File: src/rtl/boot_sel_fsm_pkg.sv
// Shared definitions for the boot-image selector: state encodings and a
// small helper used to size the shared dwell counter.
package boot_sel_fsm_pkg;

    // State encodings, fixed so debug tooling can decode the state port.
    localparam logic [2:0] ST_START = 3'd0;
    localparam logic [2:0] ST_WAIT  = 3'd1;
    localparam logic [2:0] ST_SEL   = 3'd2;
    localparam logic [2:0] ST_HOLD  = 3'd3;
    localparam logic [2:0] ST_REARM = 3'd4;
    localparam logic [2:0] ST_LOCK  = 3'd5;
    localparam logic [2:0] ST_BOOT  = 3'd6;

    // Largest of the three dwell limits; the shared counter must reach it.
    function automatic int max3(input int a, input int b, input int c);
        int m;
        m = a;
        if (b > m) m = b;
        if (c > m) m = c;
        return m;
    endfunction

endpackage

File: src/rtl/boot_sel_fsm.sv
// Boot-image selector: short presses step through the images, an idle
// timeout or a long press commits, an optional flash-lock handshake runs,
// then a sticky warm-boot request is raised. All outputs are registered.
module boot_sel_fsm
    import boot_sel_fsm_pkg::*;
#(
    parameter int N_IMAGES      = 4,
    parameter int DEFAULT_IMG   = 2,
    parameter int SEL_INIT_IMG  = 1,
    parameter int LOCK_SKIP_IMG = 0,
    parameter int LOCK_EN       = 1,
    parameter int LONG_EN       = 1,
    parameter int TMO_CYC       = 2**23,
    parameter int REARM_CYC     = 2**15,
    parameter int LONG_CYC      = 2**22
) (
    input  logic       clk,
    input  logic       rst,
    input  logic       btn_v,
    input  logic       btn_r,
    input  logic       btn_f,
    input  logic       fl_rdy,
    output logic       fl_go,
    output logic [1:0] boot_sel,
    output logic       boot_now,
    output logic       selecting,
    output logic [2:0] state
);

    localparam int CNT_W = $clog2(max3(TMO_CYC, REARM_CYC, LONG_CYC));

    localparam logic [CNT_W-1:0] TMO_LAST   = CNT_W'(TMO_CYC - 1);
    localparam logic [CNT_W-1:0] REARM_LAST = CNT_W'(REARM_CYC - 1);
    localparam logic [CNT_W-1:0] LONG_LAST  = CNT_W'(LONG_CYC - 1);

    localparam logic [1:0] IMG_DEFAULT = 2'(DEFAULT_IMG);
    localparam logic [1:0] IMG_INIT    = 2'(SEL_INIT_IMG);
    localparam logic [1:0] IMG_SKIP    = 2'(LOCK_SKIP_IMG);
    localparam logic [1:0] IMG_LAST    = 2'(N_IMAGES - 1);

    logic [CNT_W-1:0] cnt;
    logic             skip;
    logic             term;
    logic [2:0]       commit_st;
    logic [2:0]       state_nxt;
    logic [1:0]       sel_nxt;
    logic             skip_nxt;

    // Terminal count for whichever dwell limit applies in the current state.
    always_comb begin
        term = 1'b0;
        case (state)
            ST_SEL:   term = (cnt == TMO_LAST);
            ST_HOLD:  term = (cnt == LONG_LAST);
            ST_REARM: term = (cnt == REARM_LAST);
            default:  term = 1'b0;
        endcase
    end

    // Commit decode: lock the flash first unless disabled or skipped.
    always_comb begin
        commit_st = ((LOCK_EN != 0) && !skip) ? ST_LOCK : ST_BOOT;
    end

    // Next-state, next-image and skip-flag decode.
    always_comb begin
        state_nxt = state;
        sel_nxt   = boot_sel;
        skip_nxt  = skip;
        case (state)
            ST_START: state_nxt = btn_v ? ST_BOOT : ST_WAIT;
            ST_WAIT: begin
                if (btn_v) begin
                    sel_nxt   = IMG_INIT;
                    state_nxt = ST_SEL;
                end
            end
            ST_SEL: begin
                // A press on the timeout cycle takes priority over committing.
                if (btn_f)     state_nxt = ST_HOLD;
                else if (term) state_nxt = commit_st;
            end
            ST_HOLD: begin
                // A long press reaching its limit wins over a same-cycle release.
                if ((LONG_EN != 0) && term) begin
                    state_nxt = commit_st;
                end else if (btn_r) begin
                    sel_nxt   = (boot_sel == IMG_LAST) ? 2'd0 : boot_sel + 2'd1;
                    if (boot_sel == IMG_SKIP) skip_nxt = 1'b1;
                    state_nxt = ST_REARM;
                end
            end
            ST_REARM: begin
                if (term) state_nxt = ST_SEL;
            end
            ST_LOCK: begin
                // fl_go is high only on the first LOCK cycle, so ready is
                // honoured from the second cycle onward.
                if (!fl_go && fl_rdy) state_nxt = ST_BOOT;
            end
            default: state_nxt = ST_BOOT;
        endcase
    end

    // State, counter, selection and output registers.
    always_ff @(posedge clk or posedge rst) begin
        if (rst) begin
            state     <= ST_START;
            cnt       <= '0;
            boot_sel  <= IMG_DEFAULT;
            skip      <= 1'b0;
            fl_go     <= 1'b0;
            boot_now  <= 1'b0;
            selecting <= 1'b0;
        end else begin
            state     <= state_nxt;
            cnt       <= (state_nxt != state) ? '0 : cnt + 1'b1;
            boot_sel  <= sel_nxt;
            skip      <= skip_nxt;
            fl_go     <= (state_nxt == ST_LOCK) && (state != ST_LOCK);
            boot_now  <= boot_now | (state == ST_BOOT);
            selecting <= (state_nxt == ST_SEL) || (state_nxt == ST_HOLD) ||
                         (state_nxt == ST_REARM);
        end
    end

endmodule

File: config.mk
export PLATFORM = sky130hd
export DESIGN_NAME = boot_sel_fsm
export DESIGN_NICKNAME = d
export VERILOG_FILES = /design/src/rtl/boot_sel_fsm_pkg.sv /design/src/rtl/boot_sel_fsm.sv
export SDC_FILE = /design/constraint.sdc
export NUM_CORES = 1
export LEC_CHECK = 0
export ABC_AREA = 1
export CORE_ASPECT_RATIO = 1.4
export CORE_UTILIZATION = 50
export DETAILED_ROUTE_END_ITERATION = 16
export PLACE_DENSITY = 0.73
export SLEW_MARGIN = 20
export SYNTH_ARGS = -nofsm -noshare
export SYNTH_HDL_FRONTEND = slang
export SYNTH_SLANG_ARGS = --single-unit
File: constraint.sdc
create_clock -name clk -period 2.5 [get_ports clk]
set_input_delay 0.375 -clock clk [delete_from_list [all_inputs] [get_ports clk]]
set_output_delay 0.375 -clock clk [all_outputs]
set_load 0.1 [all_outputs]
==> flow_summary.html, run 1 <==
<table>
<tr><th>Metric</th><th>Value</th></tr>
<tr><th colspan="2">STA</th></tr>
<tr><td>Worst clock skew</td><td>13.3 ps</td></tr>
<tr><td>Total count of max-transition violations in the final report</td><td>0</td></tr>
<tr><td>Relative slew slack</td><td>67.0%</td></tr>
<tr><td>Final Critical Period</td><td>2260 ps</td></tr>
<tr><td>Share of the cycle needed by the critical path after routing</td><td>90.3%</td></tr>
<tr><td>Maximum operating frequency</td><td>0.443 GHz</td></tr>
<tr><td>Least setup slack across all paths after layout</td><td>242 ps</td></tr>
<tr><td>Hold violation total from the final report</td><td>0</td></tr>
<tr><td>Setup violators final</td><td>0</td></tr>
<tr><td>Pin slew with the least headroom to its limit</td><td>490 ps</td></tr>
<tr><th colspan="2">Place</th></tr>
<tr><td># port buffers</td><td>13</td></tr>
<tr><td>Sum of net half-perimeters after detailed placement</td><td>2.89 mm</td></tr>
<tr><td>Last weighted congestion value of the routability-driven placer</td><td>0.988</td></tr>
<tr><td>Area post-placement</td><td>2170 um2</td></tr>
<tr><td>Worst slack at placement</td><td>227 ps</td></tr>
<tr><th colspan="2">Logic synthesis</th></tr>
<tr><td>Dominant cell by count in the synthesized netlist</td><td>sky130_fd_sc_hd__nand2_1</td></tr>
<tr><td>Post-synth top area cell</td><td>sky130_fd_sc_hd__dfrtp_1</td></tr>
<tr><td>Post-synth top cells</td><td>sky130_fd_sc_hd__nand2_1 (41), sky130_fd_sc_hd__nor2_1 (35), sky130_fd_sc_hd__dfrtp_1 (31)</td></tr>
<tr><td>Net count after synthesis</td><td>256</td></tr>
<tr><td>Warnings from Yosys</td><td>0</td></tr>
<tr><td>Fraction of post-synthesis cell area in the top cell type by area</td><td>39.0%</td></tr>
<tr><td>EDFF count, synth</td><td>0</td></tr>
<tr><td>Synth Register Bits</td><td>32</td></tr>
<tr><td>Unique cell type count in the Yosys netlist</td><td>32</td></tr>
<tr><td>Avg Inst Size Synth</td><td>8.05 um2</td></tr>
<tr><td>Top post-synthesis cells by area</td><td>sky130_fd_sc_hd__dfrtp_1 (39%), sky130_fd_sc_hd__xor2_1 (8.4%), sky130_fd_sc_hd__nand2_1 (7.7%)</td></tr>
<tr><td>Sequential element share of the synthesized area</td><td>40.3%</td></tr>
<tr><td>Netlist area before placement</td><td>1990 um2</td></tr>
<tr><td>Number of instances in the synthesized netlist</td><td>247</td></tr>
<tr><td>Synth async-reset ratio</td><td>100%</td></tr>
<tr><td>Commonest register cell after synthesis</td><td>sky130_fd_sc_hd__dfrtp_1</td></tr>
<tr><th colspan="2">GRT</th></tr>
<tr><td>Overall overflow remaining after global route</td><td>0</td></tr>
<tr><td>Via count of the first global-routing pass</td><td>1,597</td></tr>
<tr><td>Wire length of the first global-routing pass</td><td>6.93 mm</td></tr>
<tr><td>Initial antenna violation count</td><td>0</td></tr>
<tr><td>Pin count of the biggest net entering global routing</td><td>33</td></tr>
<tr><td>Global-route usage over all layers</td><td>21.0%</td></tr>
<tr><th colspan="2">Die</th></tr>
<tr><td>Effective utilization at floorplan</td><td>53.2%</td></tr>
<tr><td>Number of top-level design ports</td><td>14</td></tr>
<tr><td>Die Ht</td><td>76.6 um</td></tr>
<tr><td>Core Area</td><td>3740 um2</td></tr>
<tr><td>Die X</td><td>55.3 um</td></tr>
<tr><td>Area enclosed by the die boundary</td><td>4240 um2</td></tr>
<tr><td>Total number of placement rows</td><td>26</td></tr>
<tr><th colspan="2">Critical path</th></tr>
<tr><td>Critical path fanouts, max</td><td>23</td></tr>
<tr><td>Startpoint type of the worst setup path</td><td>flip-flop</td></tr>
<tr><td>Critical path data required time</td><td>2670 ps</td></tr>
<tr><td>Arrival time reported for the critical path endpoint</td><td>2430 ps</td></tr>
<tr><td>Crit path capture type</td><td>flip-flop</td></tr>
<tr><td>Classification of the worst setup path</td><td>reg2reg</td></tr>
<tr><th colspan="2">Routing</th></tr>
<tr><td>TritonRoute pass-1 iters</td><td>4</td></tr>
<tr><td>Count of antenna-violating nets left after detailed routing</td><td>0</td></tr>
<tr><td>Via count</td><td>1,621</td></tr>
<tr><td>Avg WL per Cell</td><td>12.8 um</td></tr>
<tr><td>Via/cell ratio</td><td>5.20</td></tr>
<tr><td>Number of design rule violations left after detail routing</td><td>0</td></tr>
<tr><td>Wire length reported by the detailed router</td><td>4.01 mm</td></tr>
<tr><td>Number of violations reported at the end of detailed-routing iteration 0</td><td>29</td></tr>
<tr><th colspan="2">Clock network</th></tr>
<tr><td>CTS Buffer Depth</td><td>2</td></tr>
<tr><td>Clock-pin slew on the worst setup and hold paths</td><td>70 ps</td></tr>
<tr><td>Post-CTS Setup Inserts</td><td>0</td></tr>
<tr><td>Clock insertion delay at the later pin of the skew report</td><td>290 ps</td></tr>
<tr><td>Sink Count</td><td>32</td></tr>
<tr><td>Maximum level of the CTS H-tree</td><td>2</td></tr>
<tr><td>CTS tree</td><td>done</td></tr>
<tr><td>Clock Tree Root</td><td>sky130_fd_sc_hd__clkbuf_8</td></tr>
<tr><td>Number of buffers created by CTS</td><td>5</td></tr>
<tr><th colspan="2">Power and ir drop</th></tr>
<tr><td>Leakage power figure</td><td>1.07 nW</td></tr>
<tr><td>Total power per unit cell area</td><td>831 nW/um2</td></tr>
<tr><td>IR drop worst, VDD</td><td>0.000702 V</td></tr>
<tr><th colspan="2">Layout</th></tr>
<tr><td>Final non-filler cell area</td><td>2330 um2</td></tr>
<tr><td>P&amp;R area growth vs syn</td><td>17.2%</td></tr>
<tr><td>Fraction of layout instances using a drive strength above 1</td><td>20.7%</td></tr>
<tr><td>Diode insertion count for antenna repair</td><td>0</td></tr>
<tr><td>Net total in the final layout</td><td>278</td></tr>
<tr><td>Final core utilization</td><td>62.3%</td></tr>
<tr><th colspan="2">Worst hold path</th></tr>
<tr><td>HP Class</td><td>reg2reg</td></tr>
<tr><th colspan="2">Status</th></tr>
<tr><td>Run status</td><td>finished, final reports clean</td></tr>
<tr><th colspan="2">Run</th></tr>
<tr><td>Max-capacitance violation count</td><td>0</td></tr>
</table>
==> layout by cell type, fill, tap and decap left out, types with 2 or more instances in the layout <==
cell type,instances
sky130_fd_sc_hd__inv_1,30
sky130_fd_sc_hd__nor2_2,11
sky130_fd_sc_hd__a21oi_4,2
sky130_fd_sc_hd__xor2_1,19
sky130_fd_sc_hd__nor2_4,3
sky130_fd_sc_hd__nand3_2,6
sky130_fd_sc_hd__buf_4,14
sky130_fd_sc_hd__o21ai_0,11
sky130_fd_sc_hd__nand4_1,5
sky130_fd_sc_hd__clkbuf_8,7
sky130_fd_sc_hd__nand2_1,41
sky130_fd_sc_hd__nand3_1,15
sky130_fd_sc_hd__a21oi_1,4
sky130_fd_sc_hd__clkdlybuf4s50_1,5
sky130_fd_sc_hd__nor2_1,35
sky130_fd_sc_hd__ha_1,3
sky130_fd_sc_hd__nand3b_1,3
sky130_fd_sc_hd__dfrtp_2,3
sky130_fd_sc_hd__nand2_2,2
sky130_fd_sc_hd__xnor2_1,4
sky130_fd_sc_hd__nor3_1,4
sky130_fd_sc_hd__dfrtp_1,28
==> flip-flops by register name, indices dropped and copies added, names as in the netlist <==
| signal | cells |
|---|---|
| cnt | 23 |
| boot_sel | 2 |
| boot_now | 1 |
| fl_go | 1 |
| skip | 1 |
| selecting | 1 |
| state | 3 |
==> final timing paths <==
| path | start | to | slack [ps] | depth (start not counted) |
|---|---|---|---|---|
| setup / recovery | state[1]$_DFF_PP0_ | cnt[19]$_DFF_PP0_ | 240 | 15 |
| min in group asynchronous | rst | skip$_DFFE_PP0P_ | 470 | 3 |
| hold / removal | cnt[0]$_DFF_PP0_ | cnt[0]$_DFF_PP0_ | 460 | 1 |
| setup reg to reg | state[1]$_DFF_PP0_ | cnt[19]$_DFF_PP0_ | 240 | 15 |
| max in group asynchronous | rst | boot_sel[1]$_DFFE_PP1P_ | 1720 | 3 |
| hold reg to reg | cnt[0]$_DFF_PP0_ | cnt[0]$_DFF_PP0_ | 460 | 1 |
==> layout make-up <==
| class | instances | area (um2) |
|---|---|---|
| Fill cell | 341 | 1410 |
| Clock buffer | 7 | 96.3 |
| Timing Repair Buffer | 20 | 175 |
| Clock inverter | 1 | 30.0 |
| Tap cell | 42 | 52.6 |
| Inverter | 31 | 116 |
| Sequential cell | 32 | 806 |
| Multi-Input combinational cell | 179 | 1050 |
==> through the flow <==
| step | setup TNS [ps] | hold slack, ps | power, mW | instances |
|---|---|---|---|---|
| 2_1_floorplan | 0 | 431 | 1.22 | 247 |
| 3_3_place_gp | 0 | 443 | 1.37 | 304 |
| 3_5_place_dp | 0 | 450 | 1.38 | 304 |
| 4_1_cts | 0 | 459 | 1.93 | 312 |
| 5_1_grt | -6.23 | 499 | 2.06 | 312 |
| 6_report | 0 | 456 | 1.94 | 312 |
==> cells by family (layout without fill, tap and decap cells) <==
| family | after synthesis | count (layout) | synth area share (%) |
|---|---|---|---|
| flip-flops | 32 | 32 | 40.3 |
| adder cells (fa/ha/maj) | 3 | 3 | 1.89 |
| AND/OR/NAND/NOR | 129 | 129 | 31.9 |
| buffers and inverters | 36 | 59 | 8.30 |
| AO/OA/AOI/OAI | 24 | 24 | 7.49 |
| XOR/XNOR | 23 | 23 | 10.1 |
==> where the power goes <==
group | internal (mW) | switching, mW | leakage (nW)
sequential | 0.577 | 0.0593 | 0.413
clock | 0.351 | 0.197 | 0.0645
combinational | 0.241 | 0.510 | 0.592
==> critical path, cell delays in order (launching register included) <==
cell                      delay [ps]
sky130_fd_sc_hd__dfrtp_2         470
sky130_fd_sc_hd__inv_1           180
sky130_fd_sc_hd__nand2_1         100
sky130_fd_sc_hd__nor2_1          160
sky130_fd_sc_hd__nand3_1         140
sky130_fd_sc_hd__a21oi_4         180
sky130_fd_sc_hd__nand3_2         140
sky130_fd_sc_hd__nand2_1          90
sky130_fd_sc_hd__nand2_1          60
sky130_fd_sc_hd__nand2_1          60
sky130_fd_sc_hd__nand2_1          60
sky130_fd_sc_hd__nand3_2         100
sky130_fd_sc_hd__nand2_2          70
sky130_fd_sc_hd__nand4_4          70
sky130_fd_sc_hd__buf_12          180
sky130_fd_sc_hd__nor2_1           60
==> what timing repair did <==
item / 4_1_cts / 5_1_grt
hold buffers: 0 / 0
endpoints found under the setup margin: 0 / 23
gates resized for setup: 0 / 6
hold endpoints to repair: 0 / 0
==> layer usage <==
layer / vias to the layer above / track usage (%) / part of all wire, % / wire length [um]
met5: - / 0 / 0 / 0
li1: 826 / - / - / -
met3: 16 / 4.92 / 3.2 / 127
met4: 0 / 11.0 / 3.5 / 142
met1: 748 / 23.4 / 43 / 1720
met2: 31 / 36.4 / 50 / 2020
Note: power is estimated with default switching activity, not from simulation.
==> run 2: changes to the inputs <==
--- a/config.mk
+++ b/config.mk
@@ -9,7 +9,8 @@
 export CORE_ASPECT_RATIO = 1.4
 export CORE_UTILIZATION = 50
 export DETAILED_ROUTE_END_ITERATION = 16
-export PLACE_DENSITY = 0.73
+export DONT_BUFFER_PORTS = 1
+export PLACE_DENSITY = 0.68
 export SLEW_MARGIN = 20
 export SYNTH_ARGS = -nofsm -noshare
 export SYNTH_HDL_FRONTEND = slang
==> run 2 against run 1 <==
Register-to-register slack worse by 20 ps. Core utilization down 1.2 points. Fmax down 1.1%. Largest power group is now registers.
==> flow_summary.html, run 2 (synthesized netlist as in run 1, its figures left out) <==
<table>
<tr><th>Metric</th><th>Value</th></tr>
<tr><th colspan="2">STA</th></tr>
<tr><td>Setup violators final</td><td>0 (unchanged)</td></tr>
<tr><td>Total count of max-transition violations in the final report</td><td>0 (unchanged)</td></tr>
<tr><td>Least setup slack across all paths after layout</td><td>217 ps (was 242 ps)</td></tr>
<tr><td>Final Critical Period</td><td>2280 ps (was 2260 ps)</td></tr>
<tr><td>Relative slew slack</td><td>39.7% (was 67.0%)</td></tr>
<tr><td>Share of the cycle needed by the critical path after routing</td><td>91.3% (was 90.3%)</td></tr>
<tr><td>Hold violation total from the final report</td><td>0 (unchanged)</td></tr>
<tr><td>Worst hold slack across all endpoints</td><td>64.0 ps (was 456 ps)</td></tr>
<tr><td>Pin slew with the least headroom to its limit</td><td>905 ps (was 490 ps)</td></tr>
<tr><td>Maximum operating frequency</td><td>0.438 GHz (was 0.443 GHz)</td></tr>
<tr><td>Worst clock skew</td><td>11.3 ps (was 13.3 ps)</td></tr>
<tr><th colspan="2">Clock network</th></tr>
<tr><td>Sink Count</td><td>32 (unchanged)</td></tr>
<tr><td>Maximum level of the CTS H-tree</td><td>2 (unchanged)</td></tr>
<tr><td>Number of buffers created by CTS</td><td>5 (unchanged)</td></tr>
<tr><td>CTS Buffer Depth</td><td>2 (unchanged)</td></tr>
<tr><td>CTS tree</td><td>done (unchanged)</td></tr>
<tr><td>Number of buffers inserted for hold repair after clock tree synthesis</td><td>0 (unchanged)</td></tr>
<tr><td>Clock-pin slew on the worst setup and hold paths</td><td>70 ps (about the same)</td></tr>
<tr><td>Clock insertion delay at the later pin of the skew report</td><td>280 ps (was 290 ps)</td></tr>
<tr><td>Clock Tree Root</td><td>sky130_fd_sc_hd__clkbuf_8 (unchanged)</td></tr>
<tr><th colspan="2">GRT</th></tr>
<tr><td>Overall overflow remaining after global route</td><td>0 (unchanged)</td></tr>
<tr><td>Pin count of the biggest net entering global routing</td><td>33 (unchanged)</td></tr>
<tr><td>Global-route usage over all layers</td><td>21.5% (was 21.0%)</td></tr>
<tr><td>Initial antenna violation count</td><td>0 (unchanged)</td></tr>
<tr><td>Wire length of the first global-routing pass</td><td>7.21 mm (was 6.93 mm)</td></tr>
<tr><td>Via count of the first global-routing pass</td><td>1,616 (was 1,597)</td></tr>
<tr><th colspan="2">Die</th></tr>
<tr><td>Die Ht</td><td>76.6 um (unchanged)</td></tr>
<tr><td>Area enclosed by the die boundary</td><td>4240 um2 (unchanged)</td></tr>
<tr><td>Number of top-level design ports</td><td>14 (unchanged)</td></tr>
<tr><td>Die X</td><td>55.3 um (unchanged)</td></tr>
<tr><td>Effective utilization at floorplan</td><td>53.2% (unchanged)</td></tr>
<tr><td>Total number of placement rows</td><td>26 (unchanged)</td></tr>
<tr><td>Core Area</td><td>3740 um2 (unchanged)</td></tr>
<tr><th colspan="2">Power and ir drop</th></tr>
<tr><td>Leakage power figure</td><td>1.04 nW (was 1.07 nW)</td></tr>
<tr><td>IR drop worst, VDD</td><td>0.000707 V (was 0.000702 V)</td></tr>
<tr><td>Total power of the final layout</td><td>1.87 mW (was 1.94 mW)</td></tr>
<tr><td>Total power per unit cell area</td><td>816 nW/um2 (was 831 nW/um2)</td></tr>
<tr><th colspan="2">Critical path</th></tr>
<tr><td>Classification of the worst setup path</td><td>reg2reg (unchanged)</td></tr>
<tr><td>Crit path capture type</td><td>flip-flop (unchanged)</td></tr>
<tr><td>Top cell by count, worst path</td><td>sky130_fd_sc_hd__nand3_2 (was sky130_fd_sc_hd__nand2_1)</td></tr>
<tr><td>Startpoint type of the worst setup path</td><td>flip-flop (unchanged)</td></tr>
<tr><td>Critical path data required time</td><td>2710 ps (was 2670 ps)</td></tr>
<tr><td>Crit-path slowest cell</td><td>sky130_fd_sc_hd__dfrtp_1 (was sky130_fd_sc_hd__dfrtp_2)</td></tr>
<tr><td>Critical path's largest stage delay</td><td>380 ps (was 470 ps)</td></tr>
<tr><td>Worst path cell trace</td><td>ha_1, nand3_2, nor2_4, nand3_4, nor2_4, nand3_2, a21oi_4, nand3_2, nand2_2, nand4_4, nor2_1 (was inv_1, nand2_1, nor2_1, nand3_1, a21oi_4, nand3_2, nand2_1, nand2_1, nand2_1, nand2_1, nand3_2, nand2_2, nand4_4, buf_12, nor2_1)</td></tr>
<tr><td>Arrival time reported for the critical path endpoint</td><td>2490 ps (was 2430 ps)</td></tr>
<tr><td>Critical path fanouts, max</td><td>6 (was 23)</td></tr>
<tr><th colspan="2">Layout</th></tr>
<tr><td>Leading registers by flop count</td><td>cnt: 23 flops, state: 3 flops, boot_sel: 2 flops (unchanged)</td></tr>
<tr><td>Net total in the final layout</td><td>271 (was 278)</td></tr>
<tr><td>P&amp;R area growth vs syn</td><td>14.9% (was 17.2%)</td></tr>
<tr><td>Biggest register</td><td>cnt (unchanged)</td></tr>
<tr><td>Final non-filler cell area</td><td>2290 um2 (was 2330 um2)</td></tr>
<tr><td>Number of flip-flops in the largest register</td><td>23 (unchanged)</td></tr>
<tr><td>Most common cell after layout, fill and taps aside</td><td>sky130_fd_sc_hd__nand2_1 (unchanged)</td></tr>
<tr><td>Fraction of layout instances using a drive strength above 1</td><td>21.3% (was 20.7%)</td></tr>
<tr><td>Highest-count cells in the layout ignoring fill and taps</td><td>sky130_fd_sc_hd__nand2_1 (40), sky130_fd_sc_hd__nor2_1 (34), sky130_fd_sc_hd__inv_1 (29), sky130_fd_sc_hd__dfrtp_1 (28), sky130_fd_sc_hd__xor2_1 (19) (was sky130_fd_sc_hd__nand2_1 (41), sky130_fd_sc_hd__nor2_1 (35), sky130_fd_sc_hd__inv_1 (30), sky130_fd_sc_hd__dfrtp_1 (28), sky130_fd_sc_hd__xor2_1 (19))</td></tr>
<tr><td>Count of fill cells added during filler insertion</td><td>333 (was 341)</td></tr>
<tr><td>Diode insertion count for antenna repair</td><td>0 (unchanged)</td></tr>
<tr><td>Layout Cells excl Fill</td><td>305 (was 312)</td></tr>
<tr><th colspan="2">Place</th></tr>
<tr><td>Count of placed standard cells including taps</td><td>292 (was 304)</td></tr>
<tr><td>Last weighted congestion value of the routability-driven placer</td><td>1.04 (was 0.988)</td></tr>
<tr><td>Sum of net half-perimeters after detailed placement</td><td>2.95 mm (was 2.89 mm)</td></tr>
<tr><td>Area post-placement</td><td>2060 um2 (was 2170 um2)</td></tr>
<tr><td># port buffers</td><td>0 (was 13)</td></tr>
<tr><td>Worst slack at placement</td><td>-35.9 ps (was 227 ps)</td></tr>
<tr><th colspan="2">Routing</th></tr>
<tr><td>Wire length reported by the detailed router</td><td>4.29 mm (was 4.01 mm)</td></tr>
<tr><td>Via count</td><td>1,668 (was 1,621)</td></tr>
<tr><td>Count of antenna-violating nets left after detailed routing</td><td>0 (unchanged)</td></tr>
<tr><td>Number of design rule violations left after detail routing</td><td>0 (unchanged)</td></tr>
<tr><td>Avg WL per Cell</td><td>14.0 um (was 12.8 um)</td></tr>
<tr><td>TritonRoute pass-1 iters</td><td>4 (unchanged)</td></tr>
<tr><td>Via/cell ratio</td><td>5.47 (was 5.20)</td></tr>
<tr><td>Number of violations reported at the end of detailed-routing iteration 0</td><td>115 (was 29)</td></tr>
<tr><th colspan="2">Run</th></tr>
<tr><td>Max-capacitance violation count</td><td>0 (unchanged)</td></tr>
<tr><th colspan="2">Status</th></tr>
<tr><td>Run status</td><td>finished, final reports clean (unchanged)</td></tr>
<tr><th colspan="2">Worst hold path</th></tr>
<tr><td>HP Class</td><td>in2async (was reg2reg)</td></tr>
</table>
-- run 2: cell count changes in the layout (fill, tap and decap cells not counted), sizes merged --
cell and change:
buf -5, clkbuf -1, clkdlybuf4s50 -5, clkinv +1, nand4 +3
-- run 2: worst max-delay path: cells and delay by family (launching register included) --
kind | cells | cell delay (ps)
adder cells (fa/ha/maj) | 1 | 210
AND/OR/NAND/NOR | 9 | 1440
flip-flops | 1 | 380
AO/OA/AOI/OAI | 1 | 170
-- run 2: report_power, final --
part | leakage [nW] | switching (mW) | internal, mW
Clock | 0.0552 | 0.186 | 0.295
Combinational | 0.573 | 0.462 | 0.211
Sequential | 0.413 | 0.134 | 0.577
Total | 1.04 | 0.782 | 1.08
-- run 2: path summary, 6_finish.rpt --
check                            startpoint                 endpoint  slack [ps]  depth (start not counted)
hold / removal                          rst        cnt[12]$_DFF_PP0_          60                          2
max in group asynchronous               rst  boot_sel[1]$_DFFE_PP1P_        2110                          2
hold reg to reg            cnt[0]$_DFF_PP0_         cnt[0]$_DFF_PP0_         470                          1
min in group clk                      btn_r         skip$_DFFE_PP0P_         250                          2
setup reg to reg           cnt[0]$_DFF_PP0_        cnt[12]$_DFF_PP0_         220                         11
setup / recovery           cnt[0]$_DFF_PP0_        cnt[12]$_DFF_PP0_         220                         11
-- run 2: cell type report --
type	instances	area, um2	share of cell area (%)
Clock buffer	6	72.6	3.17
Clock inverter	2	35.0	1.53
Inverter	31	116	5.09
Multi-Input combinational cell	182	1130	49.4
Sequential cell	32	806	35.2
Tap cell	42	52.6	2.30
Timing Repair Buffer	10	75.1	3.28
-- run 2: per-stage QoR --
| step | setup TNS (ps) | util (%) |
|---|---|---|
| after floorplan | 0 | - |
| after global placement | -8.84 | 55.0 |
| after detailed placement | -65.1 | 55.0 |
| after CTS | 0 | 58.4 |
| after global routing | -16.2 | 61.1 |
| final | 0 | 61.1 |
-- run 2: what timing repair did --
item,in CTS,in global routing
endpoints found under the setup margin,21,23
pin swaps,0,4
buffers inserted,0,2
gates cloned,1,2
gates resized for setup,1,12
-- run 2: layer usage --
layer	share of wire [%]	vias up	track usage [%]
li1	-	827	-
met1	42	798	24.0
met2	52	34	38.6
met3	3.6	9	4.24
met4	2.6	0	9.75
met5	0	-	0
==> run 3: changes to the inputs <==
--- a/config.mk
+++ b/config.mk
@@ -7,10 +7,10 @@
 export LEC_CHECK = 0
 export ABC_AREA = 1
 export CORE_ASPECT_RATIO = 1.4
-export CORE_UTILIZATION = 50
+export CORE_UTILIZATION = 38
 export DETAILED_ROUTE_END_ITERATION = 16
 export DONT_BUFFER_PORTS = 1
-export PLACE_DENSITY = 0.68
+export PLACE_DENSITY = 0.55
 export SLEW_MARGIN = 20
 export SYNTH_ARGS = -nofsm -noshare
 export SYNTH_HDL_FRONTEND = slang
==> run 3 against run 2 <==
Clock power up 1%. Flip-flop and latch count unchanged. Critical path depth up 1. Final area about the same. Critical path type unchanged. Routed wire length up 0.33%. Combinational power up 2%. Final cell count up 7.5%. Via count down 3.8%. Sequential power down 2%. Power up 0.45%. Fmax up 2.2%.
==> flow_summary.html, run 3 (synthesized netlist as in run 1, its figures left out) <==
<table>
<tr><th>Metric</th><th>Value</th></tr>
<tr><th colspan="2">Routing</th></tr>
<tr><td>Avg WL per Cell</td><td>13.1 um (was 14.0 um)</td></tr>
<tr><td>Number of design rule violations left after detail routing</td><td>0 (unchanged)</td></tr>
<tr><td>TritonRoute pass-1 iters</td><td>4 (unchanged)</td></tr>
<tr><td>Via/cell ratio</td><td>4.89 (was 5.47)</td></tr>
<tr><td>Number of violations reported at the end of detailed-routing iteration 0</td><td>73 (was 115)</td></tr>
<tr><td>Wire length reported by the detailed router</td><td>4.30 mm (was 4.29 mm)</td></tr>
<tr><td>Via count</td><td>1,604 (was 1,668)</td></tr>
<tr><td>Count of antenna-violating nets left after detailed routing</td><td>0 (unchanged)</td></tr>
<tr><th colspan="2">Die</th></tr>
<tr><td>Total number of placement rows</td><td>30 (was 26)</td></tr>
<tr><td>Area enclosed by the die boundary</td><td>5530 um2 (was 4240 um2)</td></tr>
<tr><td>Effective utilization at floorplan</td><td>40.2% (was 53.2%)</td></tr>
<tr><td>Die Ht</td><td>87.6 um (was 76.6 um)</td></tr>
<tr><td>Number of top-level design ports</td><td>14 (unchanged)</td></tr>
<tr><td>Core Area</td><td>4950 um2 (was 3740 um2)</td></tr>
<tr><td>Die X</td><td>63.2 um (was 55.3 um)</td></tr>
<tr><th colspan="2">Clock network</th></tr>
<tr><td>Number of buffers inserted for hold repair after clock tree synthesis</td><td>0 (unchanged)</td></tr>
<tr><td>CTS Buffer Depth</td><td>2 (unchanged)</td></tr>
<tr><td>Clock Tree Root</td><td>sky130_fd_sc_hd__clkbuf_8 (unchanged)</td></tr>
<tr><td>Clock-pin slew on the worst setup and hold paths</td><td>70 ps (about the same)</td></tr>
<tr><td>Number of buffers created by CTS</td><td>5 (unchanged)</td></tr>
<tr><td>Clock insertion delay at the later pin of the skew report</td><td>290 ps (was 280 ps)</td></tr>
<tr><td>Maximum level of the CTS H-tree</td><td>2 (unchanged)</td></tr>
<tr><td>Sink Count</td><td>32 (unchanged)</td></tr>
<tr><td>CTS tree</td><td>done (unchanged)</td></tr>
<tr><th colspan="2">Layout</th></tr>
<tr><td>Most common cell after layout, fill and taps aside</td><td>sky130_fd_sc_hd__nand2_1 (unchanged)</td></tr>
<tr><td>Leading registers by flop count</td><td>cnt: 23 flops, state: 3 flops, boot_sel: 2 flops (unchanged)</td></tr>
<tr><td>Number of flip-flops in the largest register</td><td>23 (unchanged)</td></tr>
<tr><td>Biggest register</td><td>cnt (unchanged)</td></tr>
<tr><td>Net total in the final layout</td><td>272 (was 271)</td></tr>
<tr><td>Reg area</td><td>807 um2 (was 806 um2)</td></tr>
<tr><td>Fraction of layout instances using a drive strength above 1</td><td>21.6% (was 21.3%)</td></tr>
<tr><td>P&amp;R area growth vs syn</td><td>14.8% (was 14.9%)</td></tr>
<tr><td>Highest-count cells in the layout ignoring fill and taps</td><td>sky130_fd_sc_hd__nand2_1 (41), sky130_fd_sc_hd__nor2_1 (34), sky130_fd_sc_hd__inv_1 (30), sky130_fd_sc_hd__dfrtp_1 (27), sky130_fd_sc_hd__xor2_1 (19) (was sky130_fd_sc_hd__nand2_1 (40), sky130_fd_sc_hd__nor2_1 (34), sky130_fd_sc_hd__inv_1 (29), sky130_fd_sc_hd__dfrtp_1 (28), sky130_fd_sc_hd__xor2_1 (19))</td></tr>
<tr><td>Diode insertion count for antenna repair</td><td>0 (unchanged)</td></tr>
<tr><td>Count of fill cells added during filler insertion</td><td>498 (was 333)</td></tr>
<tr><td>Final core utilization</td><td>46.1% (was 61.1%)</td></tr>
<tr><td>Final non-filler cell area</td><td>2280 um2 (was 2290 um2)</td></tr>
<tr><td>Area taken by multi-input logic gates</td><td>1060 um2 (was 1130 um2)</td></tr>
<tr><th colspan="2">Critical path</th></tr>
<tr><td>Setup slack, reg-to-reg</td><td>270 ps (was 220 ps)</td></tr>
<tr><td>Critical path's largest stage delay</td><td>370 ps (was 380 ps)</td></tr>
<tr><td>Crit-path slowest cell</td><td>sky130_fd_sc_hd__dfrtp_1 (unchanged)</td></tr>
<tr><td>Arrival time reported for the critical path endpoint</td><td>2450 ps (was 2490 ps)</td></tr>
<tr><td>Crit path capture type</td><td>flip-flop (unchanged)</td></tr>
<tr><td>Worst path cell trace</td><td>ha_1, nand3_2, nor2_4, nand3_4, nor2_4, nand3_2, inv_1, nand3_1, nand4_1, nand4_4, buf_12, nor2_1 (was ha_1, nand3_2, nor2_4, nand3_4, nor2_4, nand3_2, a21oi_4, nand3_2, nand2_2, nand4_4, nor2_1)</td></tr>
<tr><td>Startpoint type of the worst setup path</td><td>flip-flop (unchanged)</td></tr>
<tr><td>Classification of the worst setup path</td><td>reg2reg (unchanged)</td></tr>
<tr><td>Beginning of the critical path</td><td>cnt[0]$_DFF_PP0_ (unchanged)</td></tr>
<tr><td>Worst flop-to-flop path startpoint</td><td>cnt[0]$_DFF_PP0_ (unchanged)</td></tr>
<tr><td>Critical path fanouts, max</td><td>17 (was 6)</td></tr>
<tr><td>Worst r2r dst</td><td>cnt[16]$_DFF_PP0_ (was cnt[12]$_DFF_PP0_)</td></tr>
<tr><td>Critical path data required time</td><td>2720 ps (was 2710 ps)</td></tr>
<tr><td>Worst reg-to-reg path cell count</td><td>12 (was 11)</td></tr>
<tr><th colspan="2">Power and ir drop</th></tr>
<tr><td>Total power of the final layout</td><td>1.87 mW (about the same)</td></tr>
<tr><td>Leakage power figure</td><td>1.03 nW (was 1.04 nW)</td></tr>
<tr><td>IR drop worst, VDD</td><td>0.000388 V (was 0.000707 V)</td></tr>
<tr><td>Total power per unit cell area</td><td>820 nW/um2 (was 816 nW/um2)</td></tr>
<tr><th colspan="2">STA</th></tr>
<tr><td>Hold violation total from the final report</td><td>0 (unchanged)</td></tr>
<tr><td>Maximum operating frequency</td><td>0.448 GHz (was 0.438 GHz)</td></tr>
<tr><td>Worst hold slack across all endpoints</td><td>20.4 ps (was 64.0 ps)</td></tr>
<tr><td>Pin slew with the least headroom to its limit</td><td>895 ps (was 905 ps)</td></tr>
<tr><td>Worst clock skew</td><td>4.90 ps (was 11.3 ps)</td></tr>
<tr><td>Total negative slack</td><td>0 ps (unchanged)</td></tr>
<tr><td>Share of the cycle needed by the critical path after routing</td><td>89.3% (was 91.3%)</td></tr>
<tr><td>Final Critical Period</td><td>2230 ps (was 2280 ps)</td></tr>
<tr><td>RSZ-0062 raised after global routing</td><td>no</td></tr>
<tr><td>Setup violators final</td><td>0 (unchanged)</td></tr>
<tr><td>Total count of max-transition violations in the final report</td><td>0 (unchanged)</td></tr>
<tr><td>Relative slew slack</td><td>40.3% (was 39.7%)</td></tr>
<tr><th colspan="2">Place</th></tr>
<tr><td>Last weighted congestion value of the routability-driven placer</td><td>0.846 (was 1.04)</td></tr>
<tr><td># port buffers</td><td>0 (unchanged)</td></tr>
<tr><td>Sum of net half-perimeters after detailed placement</td><td>3.30 mm (was 2.95 mm)</td></tr>
<tr><td>Area post-placement</td><td>2130 um2 (was 2060 um2)</td></tr>
<tr><th colspan="2">GRT</th></tr>
<tr><td>Wire length of the first global-routing pass</td><td>7.41 mm (was 7.21 mm)</td></tr>
<tr><td>Pin count of the biggest net entering global routing</td><td>19 (was 33)</td></tr>
<tr><td>Overall overflow remaining after global route</td><td>0 (unchanged)</td></tr>
<tr><td>Initial antenna violation count</td><td>0 (unchanged)</td></tr>
<tr><td>Via count of the first global-routing pass</td><td>1,658 (was 1,616)</td></tr>
<tr><td>Global-route usage over all layers</td><td>17.7% (was 21.5%)</td></tr>
<tr><th colspan="2">Worst hold path</th></tr>
<tr><td>HP Class</td><td>in2async (unchanged)</td></tr>
<tr><th colspan="2">Status</th></tr>
<tr><td>Run status</td><td>finished, final reports clean (unchanged)</td></tr>
<tr><th colspan="2">Run</th></tr>
<tr><td>Max-capacitance violation count</td><td>0 (unchanged)</td></tr>
</table>
[run 3: how the worst max path moves through the flow]
| stage | end | slack, ps |
|---|---|---|
| after global placement | cnt[0]$_DFF_PP0_ | 200 |
| final | cnt[16]$_DFF_PP0_ | 270 |
| after global routing | cnt[21]$_DFF_PP0_ | 30 |
| after floorplan | cnt[11]$_DFF_PP0_ | 200 |
| after detailed placement | cnt[16]$_DFF_PP0_ | 70 |
| after CTS | cnt[16]$_DFF_PP0_ | 60 |
[run 3: per-layer routing]
| layer | vias up | share of wire, % | wire, um | GRT usage (%) |
|---|---|---|---|---|
| met4 | 0 | 3.6 | 155 | 10.1 |
| met2 | 27 | 51 | 2180 | 30.7 |
| met3 | 11 | 3.5 | 149 | 4.56 |
| met1 | 749 | 42 | 1820 | 19.6 |
| met5 | - | 0 | 0 | 0 |
| li1 | 817 | - | - | - |
[run 3: cell type report]
class	count	area share (%)
sequential	32	35.3
tap	64	3.50
timing repair buffer	14	5.15
clock buffer	6	3.18
multi-input combinational	179	46.2
inverter	31	5.09
clock inverter	2	1.53
[run 3: what timing repair did]
action | in CTS | in global routing
buffers inserted | 0 | 2
gates resized for setup | 0 | 8
endpoints found under the setup margin | 0 | 23
[run 3: worst max-delay path: cells and delay by family, from the launching register on]
| family | cells | cell delay, ps |
|---|---|---|
| simple gates | 9 | 1270 |
| flops | 1 | 370 |
| buf+inv | 2 | 300 |
| fa+ha+maj | 1 | 200 |
[run 3: where the power goes]
group          switching [mW]  internal, mW
Combinational           0.456         0.234
Sequential              0.121         0.576
Clock                   0.192         0.295
Total                   0.769          1.10
[run 3: metrics by stage]
step / instances / setup slack, ps
finish: 328 / 267
global route: 328 / 31.5
CTS: 326 / 59.9
detailed placement: 318 / 72.8
global placement: 318 / 197
floorplan: 247 / 200
